<file path="src/rtl/ps2_kb_rx_pkg.sv">
// Shared constants for the PS/2 keyboard receiver: scan-code width, FIFO depth default
// and the 2-bit deframer state encodings.
package ps2_kb_rx_pkg;

  localparam int KbWidth      = 8;
  localparam int FifoDepthDef = 8;

  localparam logic [1:0] Ps2Idle   = 2'd0;
  localparam logic [1:0] Ps2Data   = 2'd1;
  localparam logic [1:0] Ps2Parity = 2'd2;
  localparam logic [1:0] Ps2Stop   = 2'd3;

endpackage

</file>
<file path="src/rtl/ps2_frame_rx.sv">
// PS/2 line synchronisers, falling-edge detect and 11-bit frame deframer.
// Optional partial-frame timeout enabled by defining PS2_TIMEOUT_EN.
import ps2_kb_rx_pkg::*;

module ps2_frame_rx #(
  parameter int KB_WIDTH       = KbWidth,
  parameter int TIMEOUT_CYCLES = 50000
) (
  input  logic                clk,
  input  logic                rst_n,
  input  logic                ps2_clk,
  input  logic                ps2_data,
  output logic [KB_WIDTH-1:0] frameByte,
  output logic                byteVld,
  output logic                frameErr
);

  localparam int CntW = $clog2(KB_WIDTH);

  if (TIMEOUT_CYCLES < 2) begin : gBadTimeout
    $error("TIMEOUT_CYCLES must be at least 2");
  end

  function automatic logic oddParityOk(input logic [KB_WIDTH-1:0] d, input logic p);
    return ^{d, p};
  endfunction

  logic ps2Clk_p0, ps2Clk_p1, ps2Clk_p2;
  logic ps2Data_p0, ps2Data_p1;
  logic fallEdge;
  logic [1:0] state;
  logic [CntW-1:0] bitCnt;
  logic [KB_WIDTH-1:0] shReg;
  logic parOk;
  logic toHit;

  // synchroniser stages: lines idle high, so reset fills them with 1
  always_ff @(posedge clk or negedge rst_n) begin
    if (!rst_n) begin
      ps2Clk_p0  <= 1'b1;
      ps2Clk_p1  <= 1'b1;
      ps2Clk_p2  <= 1'b1;
      ps2Data_p0 <= 1'b1;
      ps2Data_p1 <= 1'b1;
    end else begin
      ps2Clk_p0  <= ps2_clk;
      ps2Clk_p1  <= ps2Clk_p0;
      ps2Clk_p2  <= ps2Clk_p1;
      ps2Data_p0 <= ps2_data;
      ps2Data_p1 <= ps2Data_p0;
    end
  end

  assign fallEdge = ps2Clk_p2 & ~ps2Clk_p1;

`ifdef PS2_TIMEOUT_EN
  localparam int ToW = $clog2(TIMEOUT_CYCLES);
  logic [ToW-1:0] toCnt;

  assign toHit = (state != Ps2Idle) && !fallEdge && (toCnt == ToW'(TIMEOUT_CYCLES - 1));

  always_ff @(posedge clk or negedge rst_n) begin
    if (!rst_n) begin
      toCnt <= '0;
    end else if (state == Ps2Idle || fallEdge || toHit) begin
      toCnt <= '0;
    end else begin
      toCnt <= toCnt + 1'b1;
    end
  end
`else
  assign toHit = 1'b0;
`endif

  // deframer: one transition per detected falling edge
  always_ff @(posedge clk or negedge rst_n) begin
    if (!rst_n) begin
      state    <= Ps2Idle;
      bitCnt   <= '0;
      shReg    <= '0;
      parOk    <= 1'b0;
      byteVld  <= 1'b0;
      frameErr <= 1'b0;
    end else begin
      byteVld  <= 1'b0;
      frameErr <= 1'b0;
      if (toHit) begin
        state    <= Ps2Idle;
        frameErr <= 1'b1;
      end else if (fallEdge) begin
        case (state)
          Ps2Idle: begin
            if (!ps2Data_p1) begin
              state  <= Ps2Data;
              bitCnt <= '0;
            end else begin
              frameErr <= 1'b1;
            end
          end
          Ps2Data: begin
            shReg  <= {ps2Data_p1, shReg[KB_WIDTH-1:1]};
            bitCnt <= bitCnt + 1'b1;
            if (bitCnt == CntW'(KB_WIDTH - 1)) state <= Ps2Parity;
          end
          Ps2Parity: begin
            parOk <= oddParityOk(shReg, ps2Data_p1);
            state <= Ps2Stop;
          end
          default: begin
            if (ps2Data_p1 && parOk) byteVld  <= 1'b1;
            else                     frameErr <= 1'b1;
            state <= Ps2Idle;
          end
        endcase
      end
    end
  end

  assign frameByte = shReg;

endmodule

</file>
<file path="src/rtl/ps2_kb_rx.sv">
// PS/2 keyboard receiver top: deframer plus first-word-fall-through scan-code FIFO.
// Define PS2_TIMEOUT_EN to abort stalled partial frames after TIMEOUT_CYCLES.
import ps2_kb_rx_pkg::*;

module ps2_kb_rx #(
  parameter int FIFO_DEPTH     = FifoDepthDef,
  parameter int KB_WIDTH       = KbWidth,
  parameter int TIMEOUT_CYCLES = 50000
) (
  input  logic                clk,
  input  logic                rst_n,
  input  logic                ps2_clk,
  input  logic                ps2_data,
  input  logic                kb_rd,
  output logic [KB_WIDTH-1:0] kb_data,
  output logic                kb_ready,
  output logic                overflow,
  output logic                frame_err
);

  localparam int AddrW = $clog2(FIFO_DEPTH);

  if (FIFO_DEPTH < 2 || (1 << AddrW) != FIFO_DEPTH) begin : gBadDepth
    $error("FIFO_DEPTH must be a power of two >= 2");
  end

  logic [KB_WIDTH-1:0] frameByte;
  logic                byteVld;
  logic                frameErr;

  ps2_frame_rx #(
    .KB_WIDTH      (KB_WIDTH),
    .TIMEOUT_CYCLES(TIMEOUT_CYCLES)
  ) uFrame (
    .clk      (clk),
    .rst_n    (rst_n),
    .ps2_clk  (ps2_clk),
    .ps2_data (ps2_data),
    .frameByte(frameByte),
    .byteVld  (byteVld),
    .frameErr (frameErr)
  );

  logic [KB_WIDTH-1:0] mem [FIFO_DEPTH];
  logic [AddrW:0]      wrPtr, rdPtr;
  logic [AddrW-1:0]    headIdx;
  logic                empty, full, doPop, doPush;

  assign empty  = (wrPtr == rdPtr);
  assign full   = (wrPtr[AddrW] != rdPtr[AddrW]) && (wrPtr[AddrW-1:0] == rdPtr[AddrW-1:0]);
  assign doPop  = kb_rd && !empty;
  // a pop in the same cycle frees the slot, so a full FIFO still accepts the push
  assign doPush = byteVld && (!full || doPop);

  always_ff @(posedge clk or negedge rst_n) begin
    if (!rst_n) begin
      for (int i = 0; i < FIFO_DEPTH; i++) mem[i] <= '0;
    end else if (doPush) begin
      mem[wrPtr[AddrW-1:0]] <= frameByte;
    end
  end

  always_ff @(posedge clk or negedge rst_n) begin
    if (!rst_n) begin
      wrPtr    <= '0;
      rdPtr    <= '0;
      overflow <= 1'b0;
    end else begin
      if (doPush) wrPtr <= wrPtr + 1'b1;
      if (doPop)  rdPtr <= rdPtr + 1'b1;
      if (byteVld && !doPush) overflow <= 1'b1;
    end
  end

  // when empty, show the slot that was read last rather than the next write slot
  assign headIdx   = empty ? (rdPtr[AddrW-1:0] - 1'b1) : rdPtr[AddrW-1:0];
  assign kb_data   = mem[headIdx];
  assign kb_ready  = !empty;
  assign frame_err = frameErr;

endmodule
</file>
<file path="config.mk">
export PLATFORM = sky130hd
export DESIGN_NAME = ps2_kb_rx
export DESIGN_NICKNAME = d
export VERILOG_FILES = /design/src/rtl/ps2_kb_rx_pkg.sv /design/src/rtl/ps2_frame_rx.sv /design/src/rtl/ps2_kb_rx.sv
export SDC_FILE = /design/constraint.sdc
export NUM_CORES = 1
export LEC_CHECK = 0
export CAP_MARGIN = 20
export CELL_PAD_IN_SITES_DETAIL_PLACEMENT = 2
export CELL_PAD_IN_SITES_GLOBAL_PLACEMENT = 2
export CORE_MARGIN = 5
export CORE_UTILIZATION = 38
export CTS_CLUSTER_SIZE = 12
export DETAILED_ROUTE_END_ITERATION = 8
export PLACE_DENSITY = 0.81
export SLEW_MARGIN = 20
export SYNTH_ARGS = -nofsm -noshare
export SYNTH_HDL_FRONTEND = slang
export SYNTH_SLANG_ARGS = --single-unit
</file>
<file path="constraint.sdc">
create_clock -name clk -period 3.31 [get_ports clk]
set_input_delay 0.993 -clock clk [delete_from_list [all_inputs] [get_ports clk]]
set_output_delay 0.993 -clock clk [all_outputs]
set_load 0.01 [all_outputs]
</file>
==> impl_metrics.csv, run 1 <==
group,metric,value,unit
status,status,"finished, violations left",
status,violations,"setup timing",
synthesis,syn_inst,436,
synthesis,ys_seq_elements,94,
timing,fin_crit,3.46,ns
routing,ant_nets,0,
pwr,power_leakage,2.91,nW
routing,drt_iter0_drc,307,
clock_tree,cts_tree,"yes",
timing,clock_skew,0.0115,ns
timing,worst_slack,-0.151,ns
setup_path,critPathMaxStageDelay,0.52,ns
clock_tree,clk_latency,0.36,ns
clock_tree,cts.sinks,94,
setup_path,crit_arrival,2.47,ns
routing,routed_wl,19.0,mm
routing,post_drt_wl_per_cell,28.8,um
synthesis,synth_seq_area_share,46.1,%
setup_path,worstSetupStartpointType,"flop",
final_layout,synthToLayoutAreaGrowth,25.7,%
die,die_w,126,um
place,numPortBuffers,15,
synthesis,synth.area.top_cells,"dfrtp_1 44%, mux2_2 17%, mux2i_1 6.5%, dfstp_2 2.6%, ha_1 2.4%",
synthesis,synth_edf_count,0,
pwr,power_density,846,nW/um2
global_routing,antenna_found_initial,0,
routing,routed_via_density,5.89,
synthesis,ys_types,51,
final_layout,most-common-layout-cells,"85 x dfrtp_1, 77 x mux2_2, 40 x buf_4",
die,start_util,38.7,%
routing,remaining_drc_errors,0,
final_layout,layout_commonest_cell,"dfrtp_1",
synthesis,synth_flop_cell,"dfrtp_1",
setup_path,crit_required,2.32,ns
routing,dr.pass1.iters,4,
global_routing,grt_pass1_vias,4416,
timing,post-route-period-util,105,%
clock_tree,numCtsBuffers,9,
global_routing,grt_first_pass_wirelength,26.5,mm
timing,setup_tns,-0.895,ns
global_routing,grt_usage,21.6,%
setup_path,cpMaxStageDelayCell,"o41a_1",
timing,maxSlewViolCount,0,
synthesis,ys_warn_count,0,
pwr,totalPowerFinal,5.43,mW
timing,tightest_slew,0.690,ns
die,rows,42,
global_routing,grt_max_degree,49,
setup_path,crit_path_max_fanout,7,
final_layout,drive_gt1_share,45.2,%
timing,setup_viol_count_final,8,
final_layout,nets,495,
final_layout,final_core_util,48.7,%
global_routing,gr-total-overflow,0,
min_path,hold_path.class,"reg2reg",
final_layout,n_antenna_cell,0,
die,dieHeight,126,um
timing,slew_headroom,54.0,%
clock_tree,clk_pin_slew_worst_paths,0.07,ns
synthesis,yosys.area.top_type_share,43.6,%
synthesis,synth_top_area_cell,"dfrtp_1",
synthesis,synth-async-reset-ratio,100,%
setup_path,critPathKind,"reg2out",
die,dieArea,15900,um2
place,dp.cells,636,
setup_path,crit_chain,"xor2_4 -> o41a_1 -> a22o_4 -> buf_12 -> a32oi_2 -> a22oi_2 -> buf_2",
timing,hold_viol_final,0,
clock_tree,root_buffer,"clkbuf_16",
synthesis,syn_area,5110,um2
synthesis,mappedNetlistNets,451,
place,dp_hpwl,10.9,mm
flow_run,maxCapViolCount,0,
die,ios,16,
clock_tree,htree_levels,3,
routing,num_vias,3893,
final_layout,layoutNonFillerInstCount,661,
pwr,ir_worst_vdd,333,uV
setup_path,cp_top_family,"compound AO/OA/AOI/OAI gates",
place,gp_congestion,0.828,
timing,max_freq,289,MHz
setup_path,end_kind,"primary output",
timing,rsz0062_at_grt,"true",
clock_tree,clock_path_buffers,2,
setup_path,path_buf_inv,2,
synthesis,avgSynthCellArea,11.7,um2
die,core_area,13200,um2
[registers in the layout, summed over array words and instances (netlist names)]
name / count
mem: 64
overflow: 1
rdPtr: 4
uFrame.bitCnt: 3
uFrame.byteVld: 1
uFrame.frameByte: 8
uFrame.frameErr: 1
uFrame.parOk: 1
uFrame.ps2Clk_p0: 1
uFrame.ps2Clk_p1: 1
uFrame.ps2Clk_p2: 1
uFrame.ps2Data_p0: 1
uFrame.ps2Data_p1: 1
uFrame.state: 2
wrPtr: 4
[per-layer routing]
layer	share of wire, %	global-route usage [%]	up-vias
li1	-	-	1692
met1	41	25.9	2075
met2	52	38.1	87
met3	3.2	4.19	39
met4	3.7	8.58	0
met5	0	0	-
[synth_stat cells, types with 4 or more instances]
cell type  instances
dfstp_2            5
dfrtp_1           89
o2bb2ai_1          5
ha_1              10
a21oi_1           13
mux2i_1           33
clkbuf_1          19
nor3_1             4
a31oi_1            6
o21bai_1           6
o22ai_1            6
o21ai_0           11
xnor2_1           13
xor2_1             5
nand3_1           17
a32oi_1            6
buf_2              6
nand2_1           26
mux2_2            77
nor2_1            19
o32ai_1            5
a22oi_1           12
[final timing paths]
kind | end | cells after the start | slack, ns | from
worst max register to register | mem[0]$_DFFE_PN0P_ | 7 | 0.77 | wrPtr[1]$_DFFE_PN0P_
min in group asynchronous | mem[39]$_DFFE_PN0P_ | 1 | 0.66 | rst_n
max in group asynchronous | mem[43]$_DFFE_PN0P_ | 2 | 1.90 | rst_n
worst min register to register | uFrame.ps2Clk_p1$_DFF_PN1_ | 0 | 0.36 | uFrame.ps2Clk_p0$_DFF_PN1_
worst max-delay path | kb_data[0] | 7 | -0.15 | wrPtr[2]$_DFFE_PN0P_
worst min-delay path | uFrame.ps2Clk_p1$_DFF_PN1_ | 0 | 0.36 | uFrame.ps2Clk_p0$_DFF_PN1_
[metrics by stage]
step                      worst slack, ns  hold slack [ns]  cell area (um2)
final                              -0.151            0.360             6420
after global routing               -0.214            0.366             6420
after CTS                         -0.0679            0.364             6170
after detailed placement           -0.206            0.353             5640
after global placement            -0.0776            0.347             5640
after floorplan                    0.0205            0.345             5120
[cells by family (layout without fill, tap and decap cells)]
kind of cell	Yosys count	in the layout	share of synthesized area [%]
mux	110	110	23.4
xor+xnor	19	19	3.40
simple gates	82	82	9.42
compound gates	85	85	12.0
fa+ha+maj	10	10	2.45
buf+inv	36	85	3.16
flops	94	94	46.1
[what timing repair did]
action,CTS,global route
pin swaps,16,17
setup endpoints to repair,8,8
hold buffers,0,0
resized for setup,63,42
buffers inserted,7,4
[where the power goes]
| group | internal [mW] | switching [mW] | total, mW |
|---|---|---|---|
| registers | 1.27 | 0.244 | 1.51 |
| clock network | 0.762 | 0.486 | 1.25 |
| logic | 1.10 | 1.58 | 2.68 |
| total | 3.13 | 2.31 | 5.43 |
[final cells by class]
class	instances	area [um2]
fill	1255	6770
multi-input combinational	306	2950
sequential	94	2360
timing repair buffer	63	514
clock buffer	11	243
tap	176	220
clock inverter	5	106
inverter	6	23.8
Power figures use the tool's default switching activity.
==> run 2: changes to the inputs <==
- CORE_MARGIN: 5 -> default
==> impl_metrics.csv, run 2 (synthesis results as in run 1) <==
group,metric,value,unit
die,ios,16,
global_routing,grt_usage,25.3,%
clock_tree,clk_latency,0.36,ns
timing,rsz0062_at_grt,"true",
final_layout,drive_gt1_share,43.1,%
routing,drt_iter0_drc,212,
setup_path,worstSetupStartpointType,"flop",
pwr,totalPowerFinal,5.23,mW
pwr,power_density,830,nW/um2
timing,worst_slack,-0.176,ns
clock_tree,cts.sinks,94,
setup_path,critPathKind,"reg2out",
routing,routed_via_density,5.85,
clock_tree,clk_pin_slew_worst_paths,0.07,ns
clock_tree,root_buffer,"clkbuf_16",
timing,hold_viol_final,0,
final_layout,synthToLayoutAreaGrowth,23.3,%
min_path,hold_path.class,"reg2reg",
timing,maxSlewViolCount,0,
timing,slew_headroom,49.0,%
die,start_util,38.7,%
global_routing,gr-total-overflow,0,
setup_path,crit_chain,"xor2_4 -> nor4_4 -> buf_4 -> buf_6 -> a22o_4 -> buf_6 -> buf_6 -> a32oi_2 -> a22oi_1 -> buf_2",
setup_path,crit_top_cell,"buf_6",
final_layout,layout_commonest_cell,"dfrtp_1",
routing,dr.pass1.iters,4,
die,dieArea,13900,um2
setup_path,crit_required,2.32,ns
clock_tree,htree_levels,3,
timing,clock_skew,0.00768,ns
final_layout,most-common-layout-cells,"86 x dfrtp_1, 77 x mux2_2, 34 x buf_4",
place,gp_congestion,0.814,
final_layout,layoutNonFillerInstCount,659,
final_layout,n_antenna_cell,0,
clock_tree,clock_path_buffers,2,
global_routing,grt_max_degree,56,
final_layout,largest_reg_flops,64,
setup_path,path_buf_inv,5,
flow_run,maxCapViolCount,0,
routing,ant_nets,0,
routing,post_drt_wl_per_cell,26.1,um
pwr,power_leakage,2.90,nW
place,dp.cells,635,
timing,tightest_slew,0.765,ns
place,numPortBuffers,15,
global_routing,antenna_found_initial,0,
setup_path,crit_path_max_fanout,7,
setup_path,end_kind,"primary output",
routing,remaining_drc_errors,0,
die,core_area,13200,um2
routing,routed_wl,17.2,mm
die,rows,42,
final_layout,max_flop_register,"mem",
timing,fin_crit,3.49,ns
setup_path,critPathMaxStageDelay,0.45,ns
final_layout,nets,494,
die,die_w,118,um
setup_path,crit_arrival,2.49,ns
timing,setup_viol_count_final,7,
timing,post-route-period-util,105,%
status,status,"finished, violations left",
global_routing,grt_first_pass_wirelength,26.4,mm
clock_tree,cts_tree,"yes",
place,dp_hpwl,10.7,mm
setup_path,cpMaxStageDelayCell,"dfrtp_2",
timing,max_freq,287,MHz
routing,num_vias,3858,
global_routing,grt_pass1_vias,4452,
die,dieHeight,118,um
pwr,ir_worst_vdd,488,uV
setup_path,cp_top_family,"buffers and inverters",
clock_tree,numCtsBuffers,9,
clock_tree,ctsHoldBuffers,0,
status,violations,"setup timing",
run 2: timing repair:
item / CTS / global route
buffers inserted: 6 / 3
hold endpoints to repair: 0 / 0
gates resized for setup: 72 / 23
gates cloned: 0 / 1
pin swaps: 17 / 8
endpoints found under the setup margin: 8 / 9
run 2: per-layer routing:
| layer | global-route usage (%) | wire length [um] | up-vias |
|---|---|---|---|
| met2 | 43.8 | 8980 | 71 |
| met3 | 5.04 | 485 | 46 |
| met1 | 30.1 | 7050 | 2053 |
| met5 | 0 | 0 | - |
| met4 | 11.8 | 664 | 0 |
| li1 | - | - | 1688 |
run 2: metrics by stage:
step / util (%) / setup WS, ns / instance area [um2] / TNS (ns) / hold WS (ns)
3_3_place_gp: 42.7 / -0.0954 / 5630 / -0.353 / 0.348
5_1_grt: 47.8 / -0.223 / 6300 / -1.29 / 0.365
3_5_place_dp: 42.7 / -0.249 / 5630 / -1.34 / 0.350
4_1_cts: 46.7 / -0.129 / 6160 / -0.689 / 0.360
6_report: 47.8 / -0.176 / 6300 / -0.828 / 0.360
2_1_floorplan: - / 0.0205 / 5120 / 0 / 0.345
run 2: worst reg2reg max path: cells and delay by family (launching register included):
kind                      cells  cell delay, ns
AOI/OAI and AO/OA             1            0.53
xor gates and xnor gates      1            0.21
buffers and inverters         2            0.37
DFF                           1            0.45
muxes                         1            0.29
and+or+nand+nor               2            0.54
run 2: worst paths after layout:
| kind | startpoint | endpoint | slack, ns | depth (start not counted) |
|---|---|---|---|---|
| setup / recovery | wrPtr[1]$_DFFE_PN0P_ | kb_data[1] | -0.18 | 10 |
| hold / removal | uFrame.ps2Data_p0$_DFF_PN1_ | uFrame.ps2Data_p1$_DFF_PN1_ | 0.36 | 0 |
| setup reg to reg | wrPtr[1]$_DFFE_PN0P_ | mem[53]$_DFFE_PN0P_ | 0.81 | 7 |
| hold reg to reg | uFrame.ps2Data_p0$_DFF_PN1_ | uFrame.ps2Data_p1$_DFF_PN1_ | 0.36 | 0 |
| max in group asynchronous | rst_n | wrPtr[3]$_DFFE_PN0P_ | 1.78 | 2 |
| min in group asynchronous | rst_n | overflow$_DFFE_PN0P_ | 0.69 | 1 |
run 2: layout make-up:
class,count,area [um2]
fill,1308,6890
multi-input combinational,306,2870
sequential,94,2360
timing repair buffer,62,515
clock buffer,9,225
tap,176,220
clock inverter,6,86.3
inverter,6,25.0
run 2: report_power, final:
part           leakage [nW]  internal [mW]  switching (mW)
clock network         0.152          0.658           0.464
registers              1.27           1.26           0.243
logic                  1.47           1.12            1.48
==> run 3: changes to the inputs <==
- CELL_PAD_IN_SITES_DETAIL_PLACEMENT: 2 -> default
- CELL_PAD_IN_SITES_GLOBAL_PLACEMENT: 2 -> default
- CORE_UTILIZATION: 38 -> 54
- PLACE_DENSITY: 0.81 -> 0.8
- SYNTH_HIERARCHICAL: default -> 1
==> impl_metrics.csv, run 3 <==
group,metric,value,unit
clock_tree,root_buffer,"clkbuf_8",
synthesis,synth_most_common_cell,"dfrtp_1",
pwr,power_density,711,nW/um2
place,dp_hpwl,7.38,mm
setup_path,crit_arrival,2.47,ns
clock_tree,cts_tree,"yes",
synthesis,syn_inst,349,
timing,tightest_slew,0.760,ns
routing,remaining_drc_errors,0,
clock_tree,clk_pin_slew_worst_paths,0.09,ns
final_layout,n_antenna_cell,0,
setup_path,critPathKind,"reg2out",
final_layout,layout_commonest_cell,"dfrtp_1",
synthesis,ys_seq_elements,94,
timing,setup_viol_count_final,8,
clock_tree,clk_latency,0.35,ns
die,dieHeight,98.9,um
routing,post_drt_wl_per_cell,21.9,um
synthesis,synth.area.top_cells,"dfrtp_1 44%, mux2_2 18%, mux4_2 12%, a211oi_4 2.8%, dfstp_2 2.6%",
synthesis,synth_top_area_cell,"dfrtp_1",
synthesis,avgSynthCellArea,14.5,um2
setup_path,end_kind,"primary output",
setup_path,worstSetupStartpointType,"flop",
synthesis,yosys.area.top_type_share,43.9,%
pwr,intPower,2.66,mW
clock_tree,cts.sinks,94,
pwr,power_leakage,2.67,nW
synthesis,synth_seq_area_share,46.5,%
pwr,seq_power_share,35.6,%
setup_path,critPathMaxStageDelay,0.43,ns
place,gp_congestion,0.873,
synthesis,synth-async-reset-ratio,100,%
pwr,clkPwrFrac,20.6,%
setup_path,cpMaxStageDelayCell,"dfrtp_2",
synthesis,ys_warn_count,6,
status,violations,"setup timing",
timing,max_freq,289,MHz
place,numPortBuffers,15,
global_routing,antenna_found_initial,0,
status,status,"finished, violations left",
routing,dr.pass1.iters,5,
final_layout,nets,408,
synthesis,synth_edf_count,0,
final_layout,synthToLayoutAreaGrowth,15.0,%
die,rows,35,
clock_tree,numCtsBuffers,9,
clock_tree,ctsHoldBuffers,0,
routing,drt_iter0_drc,250,
min_path,hold_path.class,"reg2reg",
global_routing,grt_pass1_vias,3447,
final_layout,max_flop_register,"mem",
synthesis,syn_area,5070,um2
synthesis,mappedNetlistNets,363,
flow_run,maxCapViolCount,0,
die,dieArea,9790,um2
pwr,combPwrFrac,43.8,%
synthesis,ys_top_cells_by_count,"89 x dfrtp_1, 81 x mux2_2, 28 x mux4_2",
setup_path,crit_required,2.32,ns
die,ios,16,
die,core_area,9150,um2
pwr,ir_worst_vdd,347,uV
routing,routed_via_density,6.37,
global_routing,grt_usage,25.1,%
global_routing,gr-total-overflow,0,
global_routing,grt_first_pass_wirelength,18.2,mm
setup_path,crit_chain,"inv_2 -> ha_4 -> buf_6 -> mux4_2 -> nor2b_1 -> mux2_2 -> a221o_1 -> buf_2",
timing,fin_crit,3.46,ns
final_layout,largest_reg_flops,64,
timing,slew_headroom,49.3,%
timing,hold_ws,0.361,ns
timing,clock_skew,0.00942,ns
global_routing,grt_max_degree,46,
timing,setup_tns,-1.08,ns
setup_path,crit_path_max_fanout,6,
final_layout,drive_gt1_share,48.9,%
timing,worst_slack,-0.151,ns
synthesis,synth_flop_cell,"dfrtp_1",
routing,routed_wl,11.2,mm
final_layout,most-common-layout-cells,"88 x dfrtp_1, 77 x mux2_2, 31 x mux4_2",
die,start_util,55.4,%
clock_tree,htree_levels,3,
routing,num_vias,3251,
die,die_w,98.9,um
timing,post-route-period-util,105,%
pwr,p_sw_share,35.7,%
timing,maxSlewViolCount,0,
clock_tree,clock_path_buffers,2,
timing,rsz0062_at_grt,"true",
pwr,p_sw,1.48,mW
synthesis,ys_types,40,
routing,ant_nets,0,
timing,hold_viol_final,0,
run 3: cell types whose count changed after synthesis, sizes merged, moves of 12 or more:
cell | before | now
a22oi | 12 | 0
clkbuf | 19 | 5
mux2i | 33 | 1
mux4 | 0 | 32
nand2 | 26 | 14
nand3 | 18 | 4
nor2 | 19 | 5
run 3: critical path, delay by kind of cell, from the launching register on:
family | cells | cell delay (ns)
compound gates | 1 | 0.32
flops | 1 | 0.43
simple gates | 1 | 0.15
mux | 2 | 0.58
buf+inv | 3 | 0.34
fa+ha+maj | 1 | 0.31
run 3: cells by family after synthesis:
kind of cell,Yosys count,synth area share [%]
AOI/OAI and AO/OA,44,7.60
and+or+nand+nor,42,4.29
DFF,94,46.5
adders and majority gates,9,2.22
muxes,117,33.3
xor gates and xnor gates,17,3.21
buffers and inverters,26,2.86
run 3: stage by stage:
| stage | utilization, % | setup slack [ns] | total power, mW | instance area, um2 | std cells |
|---|---|---|---|---|---|
| after floorplan | - | -0.168 | 2.63 | 5140 | 349 |
| after detailed placement | 60.2 | -0.0344 | 3.05 | 5510 | 484 |
| after global routing | 63.7 | -0.216 | 4.35 | 5830 | 510 |
| after CTS | 63.3 | -0.141 | 4.07 | 5800 | 508 |
| after global placement | 60.2 | -0.0235 | 2.99 | 5510 | 484 |
| final | 63.7 | -0.151 | 4.15 | 5830 | 510 |
run 3: worst paths after layout:
check | from | endpoint | slack (ns) | cells after the start
worst max-delay path | rdPtr[0]$_DFFE_PN0P_ | kb_data[0] | -0.15 | 8
worst min-delay path | uFrame/ps2Clk_p0$_DFF_PN1_ | uFrame/ps2Clk_p1$_DFF_PN1_ | 0.36 | 0
worst max register to register | rdPtr[0]$_DFFE_PN0P_ | mem[42]$_DFFE_PN0P_ | 0.99 | 6
worst min register to register | uFrame/ps2Clk_p0$_DFF_PN1_ | uFrame/ps2Clk_p1$_DFF_PN1_ | 0.36 | 0
max in group asynchronous | rst_n | uFrame/ps2Data_p1$_DFF_PN1_ | 1.96 | 2
min in group asynchronous | rst_n | wrPtr[0]$_DFFE_PN0P_ | 0.63 | 1
run 3: layout make-up:
cell class / instances / area, um2
Clock buffer: 10 / 138
Inverter: 8 / 30.0
Sequential cell: 94 / 2360
Multi-Input combinational cell: 229 / 2600
Tap cell: 111 / 139
Timing Repair Buffer: 52 / 475
Clock inverter: 6 / 91.3
Fill cell: 654 / 3320
run 3: power by group through the flow:
stage | sequential [mW] | combinational (mW) | clock, mW
global placement | 1.48 | 1.50 | 0
finish | 1.48 | 1.81 | 0.856
global route | 1.50 | 1.93 | 0.922
CTS | 1.47 | 1.72 | 0.880
floorplan | 1.43 | 1.20 | 0
detailed placement | 1.49 | 1.56 | 0
run 3: what timing repair did:
item,CTS,global route
endpoints found under the hold margin,0,0
pin swaps,2,1
resized for setup,44,5
setup buffers,8,2
setup endpoints to repair,8,8
cloned,1,0
run 3: routing by layer:
layer  vias to the layer above  track usage (%)  share of wire, %  routed length [um]
met4                         0             11.3               3.1                 346
met2                       121             40.4                50                5550
met5                         -                0                 0                   0
li1                       1399                -                 -                   -
met3                        36             4.33               5.5                 609
met1                      1695             33.6                42                4660
